===== src/rtl/spectrum_peak_tracker_pkg.sv =====
// Shared types and constants for the spectrum peak tracker.
// Result fields are sized for the default geometry (up to 256 bins, 32-bit magnitudes).
package spectrum_peak_tracker_pkg;

   localparam int N_BINS_DEF = 256;
   localparam int BIN_W_DEF  = $clog2(N_BINS_DEF);
   localparam int MAG_W_DEF  = 32;

   typedef enum logic [0:0] {
      ACC    = 1'b0,
      RESYNC = 1'b1
   } trk_state_t;

   typedef struct packed {
      logic [BIN_W_DEF-1:0] bin;
      logic [MAG_W_DEF-1:0] mag;
      logic                 hit;
   } peak_result_t;

   function automatic logic [7:0] sat_inc8(input logic [7:0] value);
      logic [7:0] res;
      if (value == 8'hFF) begin
         res = value;
      end else begin
         res = value + 8'd1;
      end
      return res;
   endfunction

endpackage


===== src/rtl/spectrum_peak_tracker_peak_out_reg.sv =====
// One-entry valid/ready result register with a saturating count of results
// that arrived while an unaccepted result was still held.
module peak_out_reg
   import spectrum_peak_tracker_pkg::*;
#(
   parameter int BIN_W = BIN_W_DEF,
   parameter int MAG_W = MAG_W_DEF
) (
   input  logic             clk,
   input  logic             rst_n,
   input  logic             load,
   input  peak_result_t     result,
   input  logic             peak_ready,
   output logic             peak_valid,
   output logic [BIN_W-1:0] peak_bin,
   output logic [MAG_W-1:0] peak_mag,
   output logic             peak_hit,
   output logic [7:0]       drop_cnt
);

   logic             valid_r;
   logic [BIN_W-1:0] bin_r;
   logic [MAG_W-1:0] mag_r;
   logic             hit_r;
   logic [7:0]       drop_r;

   logic             valid_s;
   logic [BIN_W-1:0] bin_s;
   logic [MAG_W-1:0] mag_s;
   logic             hit_s;
   logic [7:0]       drop_s;

   // Next-state: a completion in the same cycle as a handshake replaces the entry.
   always_comb begin
      valid_s = valid_r;
      bin_s   = bin_r;
      mag_s   = mag_r;
      hit_s   = hit_r;
      drop_s  = drop_r;
      if (load) begin
         if (valid_r && !peak_ready) begin
            drop_s = sat_inc8(drop_r);
         end else begin
            valid_s = 1'b1;
            bin_s   = result.bin[BIN_W-1:0];
            mag_s   = result.mag[MAG_W-1:0];
            hit_s   = result.hit;
         end
      end else if (valid_r && peak_ready) begin
         valid_s = 1'b0;
      end else begin
         valid_s = valid_r;
      end
   end

   // Output register state.
   always_ff @(posedge clk or negedge rst_n) begin
      if (!rst_n) begin
         valid_r <= 1'b0;
         bin_r   <= {BIN_W{1'b0}};
         mag_r   <= {MAG_W{1'b0}};
         hit_r   <= 1'b0;
         drop_r  <= 8'd0;
      end else begin
         valid_r <= valid_s;
         bin_r   <= bin_s;
         mag_r   <= mag_s;
         hit_r   <= hit_s;
         drop_r  <= drop_s;
      end
   end

   assign peak_valid = valid_r;
   assign peak_bin   = bin_r;
   assign peak_mag   = mag_r;
   assign peak_hit   = hit_r;
   assign drop_cnt   = drop_r;

endmodule


===== src/rtl/spectrum_peak_tracker.sv =====
// Per-frame peak detector: tracks the running maximum bin of each frame,
// validates frame length and hands completed results to a valid/ready register.
module spectrum_peak_tracker
   import spectrum_peak_tracker_pkg::*;
#(
   parameter int N_BINS = N_BINS_DEF,
   parameter int BIN_W  = $clog2(N_BINS),
   parameter int MAG_W  = MAG_W_DEF
) (
   input  logic             clk,
   input  logic             rst_n,
   input  logic             spec_valid,
   input  logic [MAG_W-1:0] spec_data,
   input  logic             spec_last,
   input  logic [MAG_W-1:0] threshold,
   output logic             peak_valid,
   input  logic             peak_ready,
   output logic [BIN_W-1:0] peak_bin,
   output logic [MAG_W-1:0] peak_mag,
   output logic             peak_hit,
   output logic             frame_err,
   output logic [7:0]       drop_cnt
);

   localparam logic [BIN_W-1:0] BIN_ZERO = {BIN_W{1'b0}};
   localparam logic [BIN_W-1:0] BIN_ONE  = {{(BIN_W-1){1'b0}}, 1'b1};
   localparam logic [BIN_W-1:0] BIN_LAST = {BIN_W{1'b1}};

   trk_state_t       state_r;
   logic [BIN_W-1:0] cnt_r;
   logic [MAG_W-1:0] max_r;
   logic [BIN_W-1:0] idx_r;
   logic [MAG_W-1:0] thr_r;
   logic             frame_err_r;

   trk_state_t       state_s;
   logic [BIN_W-1:0] cnt_s;
   logic [MAG_W-1:0] max_s;
   logic [BIN_W-1:0] idx_s;
   logic [MAG_W-1:0] thr_s;
   logic             err_s;
   logic             done_s;
   logic [MAG_W-1:0] beat_max_s;
   logic [BIN_W-1:0] beat_idx_s;
   logic [MAG_W-1:0] beat_thr_s;
   peak_result_t     result_s;

   // Running max including the current beat; bin 0 restarts it, ties keep the older bin.
   always_comb begin
      beat_max_s = max_r;
      beat_idx_s = idx_r;
      beat_thr_s = thr_r;
      if (cnt_r == BIN_ZERO) begin
         beat_max_s = spec_data;
         beat_idx_s = BIN_ZERO;
         beat_thr_s = threshold;
      end else if (spec_data > max_r) begin
         beat_max_s = spec_data;
         beat_idx_s = cnt_r;
      end else begin
         beat_max_s = max_r;
         beat_idx_s = idx_r;
      end
   end

   // Frame tracker next-state: length checking and resynchronisation.
   always_comb begin
      state_s = state_r;
      cnt_s   = cnt_r;
      max_s   = max_r;
      idx_s   = idx_r;
      thr_s   = thr_r;
      err_s   = 1'b0;
      done_s  = 1'b0;
      case (state_r)
         ACC: begin
            if (spec_valid) begin
               max_s = beat_max_s;
               idx_s = beat_idx_s;
               thr_s = beat_thr_s;
               if (spec_last) begin
                  cnt_s = BIN_ZERO;
                  if (cnt_r == BIN_LAST) begin
                     done_s = 1'b1;
                  end else begin
                     err_s = 1'b1;
                  end
               end else if (cnt_r == BIN_LAST) begin
                  err_s   = 1'b1;
                  cnt_s   = BIN_ZERO;
                  state_s = RESYNC;
               end else begin
                  cnt_s = cnt_r + BIN_ONE;
               end
            end else begin
               cnt_s = cnt_r;
            end
         end
         RESYNC: begin
            if (spec_valid && spec_last) begin
               state_s = ACC;
               cnt_s   = BIN_ZERO;
            end else begin
               state_s = RESYNC;
            end
         end
         default: begin
            state_s = ACC;
            cnt_s   = BIN_ZERO;
         end
      endcase
   end

   // Result packing for the output stage.
   always_comb begin
      result_s     = '{default: 1'b0};
      result_s.bin = BIN_W_DEF'(beat_idx_s);
      result_s.mag = MAG_W_DEF'(beat_max_s);
      result_s.hit = (beat_max_s >= beat_thr_s);
   end

   // Frame tracker state registers.
   always_ff @(posedge clk or negedge rst_n) begin
      if (!rst_n) begin
         state_r     <= ACC;
         cnt_r       <= BIN_ZERO;
         max_r       <= {MAG_W{1'b0}};
         idx_r       <= BIN_ZERO;
         thr_r       <= {MAG_W{1'b0}};
         frame_err_r <= 1'b0;
      end else begin
         state_r     <= state_s;
         cnt_r       <= cnt_s;
         max_r       <= max_s;
         idx_r       <= idx_s;
         thr_r       <= thr_s;
         frame_err_r <= err_s;
      end
   end

   assign frame_err = frame_err_r;

   peak_out_reg #(
      .BIN_W (BIN_W),
      .MAG_W (MAG_W)
   ) u_peak_out_reg (
      .clk        (clk),
      .rst_n      (rst_n),
      .load       (done_s),
      .result     (result_s),
      .peak_ready (peak_ready),
      .peak_valid (peak_valid),
      .peak_bin   (peak_bin),
      .peak_mag   (peak_mag),
      .peak_hit   (peak_hit),
      .drop_cnt   (drop_cnt)
   );

endmodule


===== config.mk =====
export PLATFORM = sky130hd
export DESIGN_NAME = spectrum_peak_tracker
export DESIGN_NICKNAME = d
export VERILOG_FILES = /design/src/rtl/spectrum_peak_tracker_pkg.sv /design/src/rtl/spectrum_peak_tracker_peak_out_reg.sv /design/src/rtl/spectrum_peak_tracker.sv
export SDC_FILE = /design/constraint.sdc
export NUM_CORES = 1
export LEC_CHECK = 0
export ABC_AREA = 1
export BUFFER_PORTS_ARGS = -buffer_cell sky130_fd_sc_hd__buf_4
export CAP_MARGIN = 10
export CORE_MARGIN = 2
export CORE_UTILIZATION = 53
export CTS_CLUSTER_SIZE = 14
export DETAILED_ROUTE_END_ITERATION = 8
export PLACE_DENSITY = 0.84
export SLEW_MARGIN = 0
export SYNTH_ARGS = -nofsm -noshare
export SYNTH_HDL_FRONTEND = slang
export SYNTH_SLANG_ARGS = --single-unit

===== constraint.sdc =====
create_clock -name clk -period 2.8 [get_ports clk]
set_input_delay 0.56 -clock clk [delete_from_list [all_inputs] [get_ports clk]]
set_output_delay 0.56 -clock clk [all_outputs]
set_load 0.01 [all_outputs]

# [Yosys cells after proc, flatten, opt, wreduce, memory -nomap -nowiden]
# Index checks and enable logic that the tools add are counted.
[totals] ff_bits=132 out_inout_bits=51 input_bits=69 wordCells=59
[op_classes] bitwise=3 addsub=2 order_cmp=2 eq_ne=5 n_reduce_logical=11 mux=25
[op_table] operator="$mux W32" n=3
[op_table] operator="$mux W8" n=6
[op_table] operator="$ge A32 B32 Y1" n=1
[op_table] operator="$gt A32 B32 Y1" n=1
[op_table] operator="$add A8 B1 Y8 const B" n=2
[op_table] operator="$eq A8 B8 Y1 const B" n=2
[op_table] operator="$pmux W8 S2" n=1
[op_table] operator="$mux W1" n=14
[op_table] operator="$logic_not A8 Y1" n=1
[op_table] operator="$reduce_and A2 Y1" n=4
[op_table] operator="$ne A2 B2 Y1 const B" n=2
[op_table] operator="$logic_and A1 B1 Y1" n=3
[op_table] operator="$not A1 Y1" n=3
[op_table] operator="$reduce_and A3 Y1" n=1
[op_table] operator="$ne A2 B1 Y1 const B" n=1
[op_table] operator="$pmux W1 S2" n=1
[op_table] operator="$reduce_bool A2 Y1" n=1
[op_table] operator="$logic_not A1 Y1" n=1

# [Longest topological paths before layout]
[logic_depth] depth_word=7 mapped_depth=31 ltp_nobuf=30

# [Hierarchy]
# Synthesis repeated with hierarchy kept, for this count alone.
[unflattened] hier_cells=1036 hier_area_um2=8114.0
[modules_own_cells] mod="spectrum_peak_tracker" n_inst=1 seq_area_each_um2=2052.0 area_each_um2=5979.5 cells_per_inst=791
[modules_own_cells] mod="peak_out_reg" n_inst=1 seq_area_each_um2=1251.2 area_each_um2=2134.5 cells_per_inst=245

# [Least setup slack after synthesis]
# OpenSTA, ideal clock, no wires.
[synth_timing] path_kind="input to register" startpoint="input port spec_data[19]" endpoint="register u_peak_out_reg.hit_r, in the netlist u_peak_out_reg.peak_hit" path_buffers=1 required_ps=2734 path_slack_ps=-233 cell_stages=22 t_arrival_ps=2968 setup_ps=66 cell_sequence="ha_1 nand2_1 inv_1 nand2_1 nand2_1 nand2_1 nand3_1 a21oi_2 nand2_4 nand2_8 buf_4 nand3_1 and2_1 ha_1 nand4_1 inv_1 nand2_1 nor4_1 nand4_1 nand3_1 nand2_1 nand2_1"
[synth_between] elab_chain_len=4
[synth_rtl] item="start, declared" line="spectrum_peak_tracker.sv:13" source="input logic [MAG_W-1:0] spec_data,"
[synth_rtl] item="$gt A32 B32 Y1" line="spectrum_peak_tracker.sv:57" source="end else if (spec_data > max_r) begin"
[synth_rtl] item="$mux W32" line="spectrum_peak_tracker.sv:57"
[synth_rtl] item="$mux W32" line="spectrum_peak_tracker.sv:53" source="if (cnt_r == BIN_ZERO) begin"
[synth_rtl] item="named net beat_max_s[31]" line="spectrum_peak_tracker.sv:43" source="logic [MAG_W-1:0] beat_max_s;"
[synth_rtl] item="$ge A32 B32 Y1" line="spectrum_peak_tracker.sv:119" source="result_s.hit = (beat_max_s >= beat_thr_s);"
[synth_rtl] item="end signal, assigned" line="spectrum_peak_tracker_peak_out_reg.sv:68" source="hit_r <= hit_s;"
[synth_rtl] item="end, declared" line="spectrum_peak_tracker_peak_out_reg.sv:24" source="logic hit_r;"
# The timed path passes the listed nets, and every way through them passes these cells.
# A chain may end at the register's enable or synchronous reset.

# [Final worst setup path]
[layout_timing] startpoint="register max_r[21]" endpoint="register u_peak_out_reg.hit_r, in the netlist u_peak_out_reg.peak_hit"
[layout_between] elab_chain_len=4
[layout_rtl] item="start, declared" line="spectrum_peak_tracker.sv:31" source="logic [MAG_W-1:0] max_r;"
[layout_rtl] item="start signal, assigned" line="spectrum_peak_tracker.sv:127" source="max_r <= {MAG_W{1'b0}};"
[layout_rtl] item="start signal, assigned" line="spectrum_peak_tracker.sv:134" source="max_r <= max_s;"
[layout_rtl] item="$gt A32 B32 Y1" line="spectrum_peak_tracker.sv:57"
[layout_rtl] item="$mux W32" line="spectrum_peak_tracker.sv:57"
[layout_rtl] item="$mux W32" line="spectrum_peak_tracker.sv:53"
[layout_rtl] item="named net beat_max_s[22]" line="spectrum_peak_tracker.sv:43"
[layout_rtl] item="$ge A32 B32 Y1" line="spectrum_peak_tracker.sv:119"
# The timed path passes the listed nets, and every way through them passes these cells.

==> results summary <==
The fmax came out at 0.291 GHz. The worst setup path is launched from a flop. The endpoint identified for the worst register-to-register timing path is u_peak_out_reg.peak_hit. Setup repair after global routing could not meet its margin everywhere. The global placement routability congestion is 0.912.

The launch instance of the worst register-to-register path is max_r[21]. The worst max-slew margin expressed relative to the limit came out at 61.3%. The cell sitting at the root of the clock tree is a clkbuf_16.

The count of buffers inserted at the top-level ports is 119. The shortest period the worst path allows is 3430 ps. Detailed placement ended at an HPWL of 15.1 mm. The critical path is of the reg2reg type.

The number of cells traversed by the worst register-to-register path is 21. The worst setup skew after layout is 11.4 ps. The height of the die came out at 128 um.

Summed over all failing endpoints, the final setup total negative slack is -631 ps. The first TritonRoute pass finished after 7 iterations. The worst path setup slack after routing came out at -631 ps. The worst hold slack across all endpoints is 48.3 ps. Detailed routing placed a total of 1.83 mm of wire on met3.

The critical path ends at u_peak_out_reg.peak_hit. Clock-pin slew was measured on the worst setup and hold paths at 60 ps. The antenna diode count is 0. The DRC violation count after routing came out at 0. The final worst-path cycle share is 123%. The hold buffer count at CTS is 0. The mean number of vias per cell is 5.62.

The global-route wire length before repair is 38.7 mm. The count of final hold-check violations came out at 0. The via count of the routed design is 8081. Averaged over all synthesized cells, the footprint is 8.16 um2. The share of the core filled with cells is 74.6%.

For this run, the post-layout net count is 1374. The combined global-route utilization of all metal layers is 29.8%. The number of global-route vias before repair is 8078. The detailed router used layers up to and including met4.

Synthesis handed over a netlist of 1004 instances. The run finished, with violations left. Setup violations remaining at the end of the flow were counted as 1. The checks that failed: setup timing. The die outline width came out at 128 um. Of the cells placed in the final design, the portion with a size suffix greater than 1 is 31.5%. The met1 wire length came out at 9.79 mm. No sink is reached through more buffers than the 2 on the longest clock path. The final layout contains routed wiring with a total length of 24.9 mm.

The number of maximum-capacitance constraint violations is 0. The sum of overflow across all layers after global routing came out at 0. The worst setup path is captured at a flop. The routed length on met2 came out at 12.0 mm. The starting DRC count in detailed routing came out at 920.

The tightest min-delay check is of the in2async type. Across all register-to-register paths, the minimum setup slack is -630 ps. Across the VDD grid, the largest voltage drop is 0.000506 V.

The clock latency on the worst-skew pair came out at 430 ps. The H-tree level count came out at 4. The post-synthesis sequential element count is 132. The detailed-route wire length per cell is 17.3 um. At the pin with the least slew margin, the transition time is 580 ps. The leakage power is 6.02 nW.

The clock sink count is 132. The combined area of all synthesized cells is 0.00819 mm2. The max-slew violation count came out at 0. The largest fanout on the critical path came out at 8. Data arrives at the worst endpoint at 3790 ps.

The core region is 0.0151 mm2. The clock buffer count from CTS is 17. The initial antenna violation count was 0. The post-synthesis cell type count came out at 36. The initial standard-cell utilization of the core is 54.1%.

The cell row count is 45. The number of top-level pins is 120. The count of warnings emitted by yosys is 0. The synthesized net count is 1142. The floorplan die area is 0.0165 mm2. In this run the worst setup path begins at max_r[21]. The remaining antenna violation count after routing is 0. The worst endpoint required time is 3160 ps. The maximum number of pins on one net before global-route repair came out at 105. TritonCTS built the clock tree. The synthesis-to-finish area growth is 37.9%. The share of the Yosys chip area taken by registers is 40.3%. Power spread over the standard cell area amounts to 697 mW/mm2.
[what timing repair did]
| action | CTS | global route |
|---|---|---|
| buffers inserted | 13 | 9 |
| setup endpoints to repair | 1 | 29 |
| cloned | 1 | 1 |
| pin swaps | 30 | 28 |
| resized for setup | 46 | 30 |
[cells in the final DEF (no fill, tap or decap), types with 5 or more instances in the layout]
cell,netlist,routed
nand2_1,278,267
buf_4,2,236
dfrtp_1,132,132
nand3_1,113,109
inv_1,113,101
ha_1,69,49
o21ai_0,44,40
mux2i_1,31,31
a21oi_1,29,28
nand2_4,21,24
nand4_1,23,23
and2_1,31,23
nor2_1,29,21
nand2_2,13,21
ha_4,0,18
clkbuf_16,0,18
inv_2,2,14
buf_12,2,11
and2_4,0,8
nor2_2,3,7
xor2_1,7,7
o22ai_1,5,5
[how the worst min path moves through the flow]
stage	from	slack, ps	to
final	rst_n	50	u_peak_out_reg.peak_mag[18]
after floorplan	rst_n	260	cnt_r[0]
after detailed placement	idx_r[7]	470	idx_r[7]
after global routing	rst_n	80	u_peak_out_reg.peak_mag[18]
after CTS	rst_n	70	u_peak_out_reg.peak_mag[18]
after global placement	idx_r[1]	460	idx_r[1]
[critical path: stages (launching register included)]
cell	delay, ps
dfrtp_1	380
inv_2	70
ha_4	280
nand2_4	50
nor2_4	110
nand4_1	200
nor2_4	200
nand2_2	80
nand2_4	100
nand2_8	90
nand2_8	150
buf_12	150
nand2_2	80
and2_1	160
ha_1	320
nand2_2	110
nor4_4	310
buf_4	160
nand4_1	90
nand3_1	110
nand2_1	60
nand2_1	90
[logic make-up (layout without fill, tap and decap cells)]
family	count (synthesis)	after routing	synth area share, %
AOI/OAI and AO/OA	87	87	5.70
buffers and inverters	154	399	8.34
muxes	31	31	3.79
and+or+nand+nor	521	521	30.3
adders and majority gates	69	69	10.5
DFF	132	132	40.3
xor gates and xnor gates	10	10	1.07
[area by class of cell]
cell class              count  area (um2)
repair buffers            252        2090
clock inverters            12         179
clock buffers              20         457
multi-input cells         718        4600
well taps                 188         235
fillers                   974        3850
flip-flops and latches    132        3300
inverters                 115         432
[per-layer routing]
layer  track usage, %  vias to the layer above
met5                0                        -
li1                 -                     3722
met4             13.8                        0
met1             37.0                     3828
met2             49.8                      423
met3             6.61                      108
[synthesized netlist by cell type, drive strengths merged]
master | n | area share (%)
nor4 | 2 | 0.15
nor3 | 6 | 0.43
buf | 22 | 2.3
o21a | 2 | 0.18
and2 | 31 | 2.4
xor2 | 7 | 0.75
nand2 | 314 | 17
ha | 69 | 11
nor2 | 32 | 1.6
o31ai | 1 | 0.092
nand3 | 113 | 6.9
nand4 | 23 | 1.8
o22ai | 5 | 0.38
clkbuf | 17 | 0.78
o21ai | 45 | 2.8
xnor2 | 3 | 0.32
inv | 115 | 5.3
a21o | 2 | 0.18
dfrtp | 132 | 40
a21oi | 30 | 1.9
a31oi | 1 | 0.076
o31a | 1 | 0.11
mux2i | 31 | 3.8
[state kept, by name (all words and copies together) (netlist names)]
| name | flops |
|---|---|
| idx_r | 8 |
| frame_err | 1 |
| u_peak_out_reg.peak_hit | 1 |
| u_peak_out_reg.peak_valid | 1 |
| u_peak_out_reg.drop_cnt | 8 |
| u_peak_out_reg.peak_mag | 32 |
| state_r | 1 |
| cnt_r | 8 |
| u_peak_out_reg.peak_bin | 8 |
| max_r | 32 |
| thr_r | 32 |
[through the flow]
stage                     setup WS, ps  std cells  area [um2]  power (mW)
after floorplan                   -189       1004        8240        3.90
after global placement            -759       1381       10100        4.76
after detailed placement          -828       1381       10100        4.88
after CTS                         -423       1427       11100        7.60
after global routing              -787       1437       11300        8.30
final                             -631       1437       11300        7.87
[power breakdown]
part / internal [mW] / total [mW] / leakage [nW] / switching [mW]
logic: 1.49 / 3.18 / 4.01 / 1.70
registers: 2.14 / 2.28 / 1.71 / 0.135
clock network: 1.54 / 2.41 / 0.302 / 0.875
total: 5.16 / 7.87 / 6.02 / 2.71
Note: power is estimated with default switching activity, not from simulation.
